## src/rtl/uart_rx_os.sv

```systemverilog
// ============================================================================
//  uart_rx_os -- oversampling UART receiver with 3-sample majority voting,
//                optional parity check and stop/break detection.
//  Revision: 1.0
// ============================================================================
`default_nettype none

module uart_rx_os #(
  parameter int OVERSAMPLE    = 16,
  parameter int NUM_DATA_BITS = 8,
  parameter int PARITY        = 1
) (
  input  logic                     clk,
  input  logic                     rst,
  input  logic                     sample_tick,
  input  logic                     enable,
  input  logic                     rx,
  output logic [NUM_DATA_BITS-1:0] data,
  output logic                     valid,
  output logic                     busy,
  output logic                     parity_err,
  output logic                     frame_err
);

  localparam int c_tw = $clog2(OVERSAMPLE);
  localparam int c_bw = (NUM_DATA_BITS > 1) ? $clog2(NUM_DATA_BITS) : 1;
  localparam logic [c_tw-1:0] c_samp_a   = c_tw'(OVERSAMPLE / 2 - 1);
  localparam logic [c_tw-1:0] c_samp_b   = c_tw'(OVERSAMPLE / 2);
  localparam logic [c_tw-1:0] c_decide   = c_tw'(OVERSAMPLE / 2 + 1);
  localparam logic [c_tw-1:0] c_last     = c_tw'(OVERSAMPLE - 1);
  localparam logic [c_bw-1:0] c_last_bit = c_bw'(NUM_DATA_BITS - 1);

  typedef enum logic [2:0] {
    ST_IDLE   = 3'd0,
    ST_START  = 3'd1,
    ST_DATA   = 3'd2,
    ST_PARITY = 3'd3,
    ST_STOP   = 3'd4,
    ST_BREAK  = 3'd5
  } state_t;

  state_t                   state_q, state_d;
  logic                     rx_meta_q, rx_s_q;
  logic [c_tw-1:0]          tick_q, tick_d;
  logic [c_bw-1:0]          bit_q, bit_d;
  logic [1:0]               samp_q, samp_d;
  logic [NUM_DATA_BITS-1:0] shift_q, shift_d;
  logic [NUM_DATA_BITS-1:0] data_q, data_d;
  logic                     par_bad_q, par_bad_d;
  logic                     valid_q, valid_d;
  logic                     perr_q, perr_d;
  logic                     ferr_q, ferr_d;

  logic w_vote;
  logic w_wrap;
  logic w_decide;
  logic w_par_exp;

  assign w_vote   = (samp_q[0] & samp_q[1]) | (samp_q[0] & rx_s_q) | (samp_q[1] & rx_s_q);
  assign w_wrap   = (tick_q == c_last);
  assign w_decide = (tick_q == c_decide);

  generate
    if (PARITY == 2) begin : g_par_odd
      assign w_par_exp = ~^shift_q;
    end else begin : g_par_even
      assign w_par_exp = ^shift_q;
    end
  endgenerate

  always_ff @(posedge clk) begin
    if (rst || !enable) begin
      state_q   <= ST_IDLE;
      rx_meta_q <= 1'b1;
      rx_s_q    <= 1'b1;
      tick_q    <= '0;
      bit_q     <= '0;
      samp_q    <= '0;
      shift_q   <= '0;
      data_q    <= '0;
      par_bad_q <= 1'b0;
      valid_q   <= 1'b0;
      perr_q    <= 1'b0;
      ferr_q    <= 1'b0;
    end else begin
      state_q   <= state_d;
      rx_meta_q <= rx;
      rx_s_q    <= rx_meta_q;
      tick_q    <= tick_d;
      bit_q     <= bit_d;
      samp_q    <= samp_d;
      shift_q   <= shift_d;
      data_q    <= data_d;
      par_bad_q <= par_bad_d;
      valid_q   <= valid_d;
      perr_q    <= perr_d;
      ferr_q    <= ferr_d;
    end
  end

  always_comb begin
    state_d   = state_q;
    tick_d    = tick_q;
    bit_d     = bit_q;
    samp_d    = samp_q;
    shift_d   = shift_q;
    data_d    = data_q;
    par_bad_d = par_bad_q;
    valid_d   = 1'b0;
    perr_d    = perr_q;
    ferr_d    = ferr_q;

    if (sample_tick) begin
      if (state_q != ST_IDLE && state_q != ST_BREAK) begin
        tick_d = w_wrap ? '0 : tick_q + c_tw'(1);
        if (tick_q == c_samp_a) samp_d[0] = rx_s_q;
        if (tick_q == c_samp_b) samp_d[1] = rx_s_q;
      end

      case (state_q)
        ST_IDLE: begin
          // The detecting tick is tick 0, so the next tick is tick 1.
          if (!rx_s_q) begin
            state_d = ST_START;
            tick_d  = c_tw'(1);
          end
        end
        ST_START: begin
          if (w_decide && w_vote) begin
            state_d = ST_IDLE;
            tick_d  = '0;
          end else if (w_wrap) begin
            state_d = ST_DATA;
            bit_d   = '0;
          end
        end
        ST_DATA: begin
          if (w_decide) shift_d[bit_q] = w_vote;
          if (w_wrap) begin
            if (bit_q == c_last_bit) begin
              state_d = (PARITY == 0) ? ST_STOP : ST_PARITY;
            end else begin
              bit_d = bit_q + c_bw'(1);
            end
          end
        end
        ST_PARITY: begin
          if (w_decide) par_bad_d = w_vote ^ w_par_exp;
          if (w_wrap) state_d = ST_STOP;
        end
        ST_STOP: begin
          // Leaving at mid-bit gives headroom for back-to-back frames and baud skew.
          if (w_decide) begin
            valid_d = 1'b1;
            data_d  = shift_q;
            perr_d  = par_bad_q;
            ferr_d  = ~w_vote;
            state_d = w_vote ? ST_IDLE : ST_BREAK;
            tick_d  = '0;
          end
        end
        ST_BREAK: begin
          if (rx_s_q) state_d = ST_IDLE;
        end
        default: state_d = ST_IDLE;
      endcase
    end
  end

  assign data       = data_q;
  assign valid      = valid_q;
  assign busy       = (state_q != ST_IDLE);
  assign parity_err = perr_q;
  assign frame_err  = ferr_q;

endmodule

`default_nettype wire
```

## config.mk

```make
export PLATFORM = sky130hd
export DESIGN_NAME = uart_rx_os
export DESIGN_NICKNAME = d
export VERILOG_FILES = /design/src/rtl/uart_rx_os.sv
export SDC_FILE = /design/constraint.sdc
export NUM_CORES = 1
export LEC_CHECK = 0
export CORE_MARGIN = 4
export CORE_UTILIZATION = 40
export CTS_CLUSTER_SIZE = 16
export DETAILED_ROUTE_END_ITERATION = 12
export GPL_TIMING_DRIVEN = 0
export SYNTH_ARGS = -nofsm -noshare
export SYNTH_HDL_FRONTEND = slang
export SYNTH_SLANG_ARGS = --single-unit
```

## constraint.sdc

```tcl
create_clock -name clk -period 2.25 [get_ports clk]
set_input_delay 0.45 -clock clk [delete_from_list [all_inputs] [get_ports clk]]
set_output_delay 0.45 -clock clk [all_outputs]
set_load 0.01 [all_outputs]
```

==> out/results.txt <==
WL met1: 1749 µm
Placer Congestion: 0.9209
Static Leak: 0.7674 nW
Synth Instances: 196
Final setup vio count: 0
Chip width: 74.01 µm
Tmin final: 2.142 ns
F_max: 466.9 MHz
Die height: 74.01 µm
Top delay family on crit path: buffers and inverters
Skew-Pair Late Insertion Delay: 0.28 ns
Cell chain of the critical path: clkbuf_2, or3_1, clkdlybuf4s50_1
Compound-Gate Fraction of Synth Area: 11.13%
Rows: 23
Clock power share: 42.7%
Iteration-0 DRC Markers: 112
Vias in the first global route: 1287
Met3 WL post-DR: 162 µm
Bufs on Longest Clock Path: 2
Antenna Diode Count: 0
Vias per cell: 5.146
Post-layout util: 50.11%
Worst setup margin: 0.1083 ns
Outcome: finished clean
Power density over the cells: 535.0 mW/mm²
Layout cell share with drive strength beyond 1: 9.633%
Unrepaired setup endpoints after global routing: no
Placed inst area: 0.001966 mm²
CP max stage cell: clkdlybuf4s50_1
Clk sink count: 34
Die footprint: 0.005477 mm²
Number of synthesized register bits: 34
Final instance area: 0.002062 mm²
Congestion Overflow GR: 0
WP data required: 1.80 ns
Number of synthesis warnings: 0
Highest metal used: met4
Startpoint types: flop
TritonCTS clock tree: yes
Synth unique cells: 42
DR WL met2: 1550 µm
Final Hold Fails: 0
Dpl cells: 262
Port Buffers: 16
Initial antenna violation count: 0
Area delta synth->final: 18.31%
Top_reg_cell synth: dfxtp_1
Tot Pwr: 1.103 mW
First-pass GRT wire length: 5913 µm
Gr usage total: 14.06%
Vias: 1379
HPWL after DPL: 2504 µm
Adder-cell share of the synthesized area: 4.164%
Ports: 17
Final hold slack: 0.4182 ns
Clk root buf: clkbuf_8
Initial core utilization: 42.35%
Internal power: 0.8599 mW
Switching pwr: 0.2434 mW
Worst vdd ir: 0.3907 mV
Hold Path Class: reg -> reg
Core area: 0.004115 mm²
Synth Area per Inst: 8.892 µm²
Place WS: -0.2334 ns
H-tree levels: 2
Fin cells: 268
Clk_skew: 0.009489 ns
Number of remaining DRC errors: 0
Measured slew at the worst slew-check pin: 0.5266 ns
CP endpoint kind: output pin
Largest net degree at the start of global routing: 18
Post-synth EDFFs: 0
Sw frac: 22.06%
WP buf/inv: 2
Post-DR wirelength/cell: 13.03 µm
Syn Std Cell Area: 0.001743 mm²
Router iterations before antenna repair: 4
Clk pin slew, worst setup/hold paths: 0.08 ns
Pins Over Slew Limit: 0
Post-synthesis simple-gate area fraction: 23.69%
Critical path arrival: 1.69 ns
Setup TNS Final: 0 ns
Sequential fraction of the synthesis area: 39.05%
Mux cell area share after synthesis: 11.49%
Mapped Nets: 206
Combinational power share: 2.6%
Final WL: 3493 µm
Slew margin rel.: 64.66%
Flop pwr share: 54.7%
CP max FO: 10
Final period utilization: 95.19%
CP Class: reg -> out
Worst path max stage delay: 0.48 ns
Largest family of logic cells by synthesized area: simple AND/OR/NAND/NOR gates
Num CTS Buffers: 5
Final net count: 227
DRT antenna net count: 0
Post-synth ARST share: 0%
# Max-Cap Violations: 0
Synth Area in XOR/XNOR: 5.312%
[worst reg2reg max path, stage by stage (launching register included)]
cell and delay [ns]:
dfxtp_1 0.42, ha_1 0.24, nand4b_4 0.16, or4_4 0.56, nor3b_2 0.23, mux2i_1 0.20, nor2_1 0.05
[placed cells by master, fill, tap and decap left out, types with 3 or more instances in the layout]
cell | synthesis | routed
a21oi_1 | 9 | 9
buf_2 | 3 | 3
clkbuf_1 | 7 | 3
clkbuf_8 | 0 | 6
clkdlybuf4s50_1 | 0 | 16
dfxtp_1 | 34 | 34
ha_1 | 5 | 5
inv_1 | 5 | 5
mux2i_1 | 20 | 20
nand2_1 | 10 | 10
nand2b_1 | 6 | 6
nand3b_1 | 4 | 4
nor2_1 | 30 | 30
nor3_1 | 7 | 7
o21ai_0 | 10 | 10
or3_1 | 3 | 3
xnor2_1 | 7 | 7
[state kept, by name, indices dropped and copies added (netlist names)]
signal	flops
shift_q	8
samp_q	2
bit_q	3
rx_s_q	1
frame_err	1
parity_err	1
valid	1
state_q	3
par_bad_q	1
tick_q	4
data	8
rx_meta_q	1
[path summary, 6_finish.rpt]
check	slack (ns)	end	from	cells past startpoint
setup / recovery	0.11	busy	state_q[2]	3
hold / removal	0.42	rx_s_q	rx_meta_q	1
setup reg to reg	0.27	shift_q[4]	tick_q[0]	6
hold reg to reg	0.42	rx_s_q	rx_meta_q	1
[final cells by class]
class / instances / area [µm²]
Buffer: 12 / 66.31
Clock buffer: 6 / 82.58
Clock inverter: 2 / 12.51
Fill cell: 422 / 2053
Inverter: 5 / 18.77
Multi-Input combinational cell: 143 / 978.4
Sequential cell: 34 / 680.7
Tap cell: 50 / 62.56
Timing Repair Buffer: 16 / 160.2
[logic make-up (layout without fill, tap and decap cells)]
| logic type | count (synthesis) | after routing |
|---|---|---|
| mux | 20 | 20 |
| simple gates | 76 | 76 |
| xor+xnor | 9 | 9 |
| compound gates | 32 | 32 |
| buf+inv | 19 | 41 |
| fa+ha+maj | 6 | 6 |
| flops | 34 | 34 |
[power groups by stage]
| stage | Sequential [mW] | Clock [mW] | Combinational, mW |
|---|---|---|---|
| after floorplan | 0.617 | 0 | 0.0145 |
| after CTS | 0.603 | 0.489 | 0.0289 |
| final | 0.603 | 0.471 | 0.0284 |
| after detailed placement | 0.617 | 0 | 0.0290 |
| after global routing | 0.603 | 0.518 | 0.0312 |
| after global placement | 0.617 | 0 | 0.0288 |
[routing by layer]
metal | track usage (%) | up-vias
li1 | - | 720
met1 | 19.16 | 620
met2 | 20.96 | 37
met3 | 3.919 | 2
met4 | 5.835 | 0
met5 | 0 | -
[cells in the mapped netlist, types with 3 or more instances]
cell type | number | area (µm²)
a21oi_1 | 9 | 45.04
buf_2 | 3 | 15.01
clkbuf_1 | 7 | 26.28
dfxtp_1 | 34 | 680.7
ha_1 | 5 | 62.56
inv_1 | 5 | 18.77
mux2i_1 | 20 | 200.2
nand2_1 | 10 | 37.54
nand2b_1 | 6 | 37.54
nand3b_1 | 4 | 30.03
nor2_1 | 30 | 112.6
nor3_1 | 7 | 35.03
o21ai_0 | 10 | 50.05
or3_1 | 3 | 18.77
xnor2_1 | 7 | 61.31
[what timing repair did]
action	in CTS	in global routing
buffers inserted	0	0
hold buffers	0	0
pin swaps	0	0
resized for setup	1	3
endpoints found under the setup margin	1	5
No activity file was read; power rests on OpenSTA's default activity.
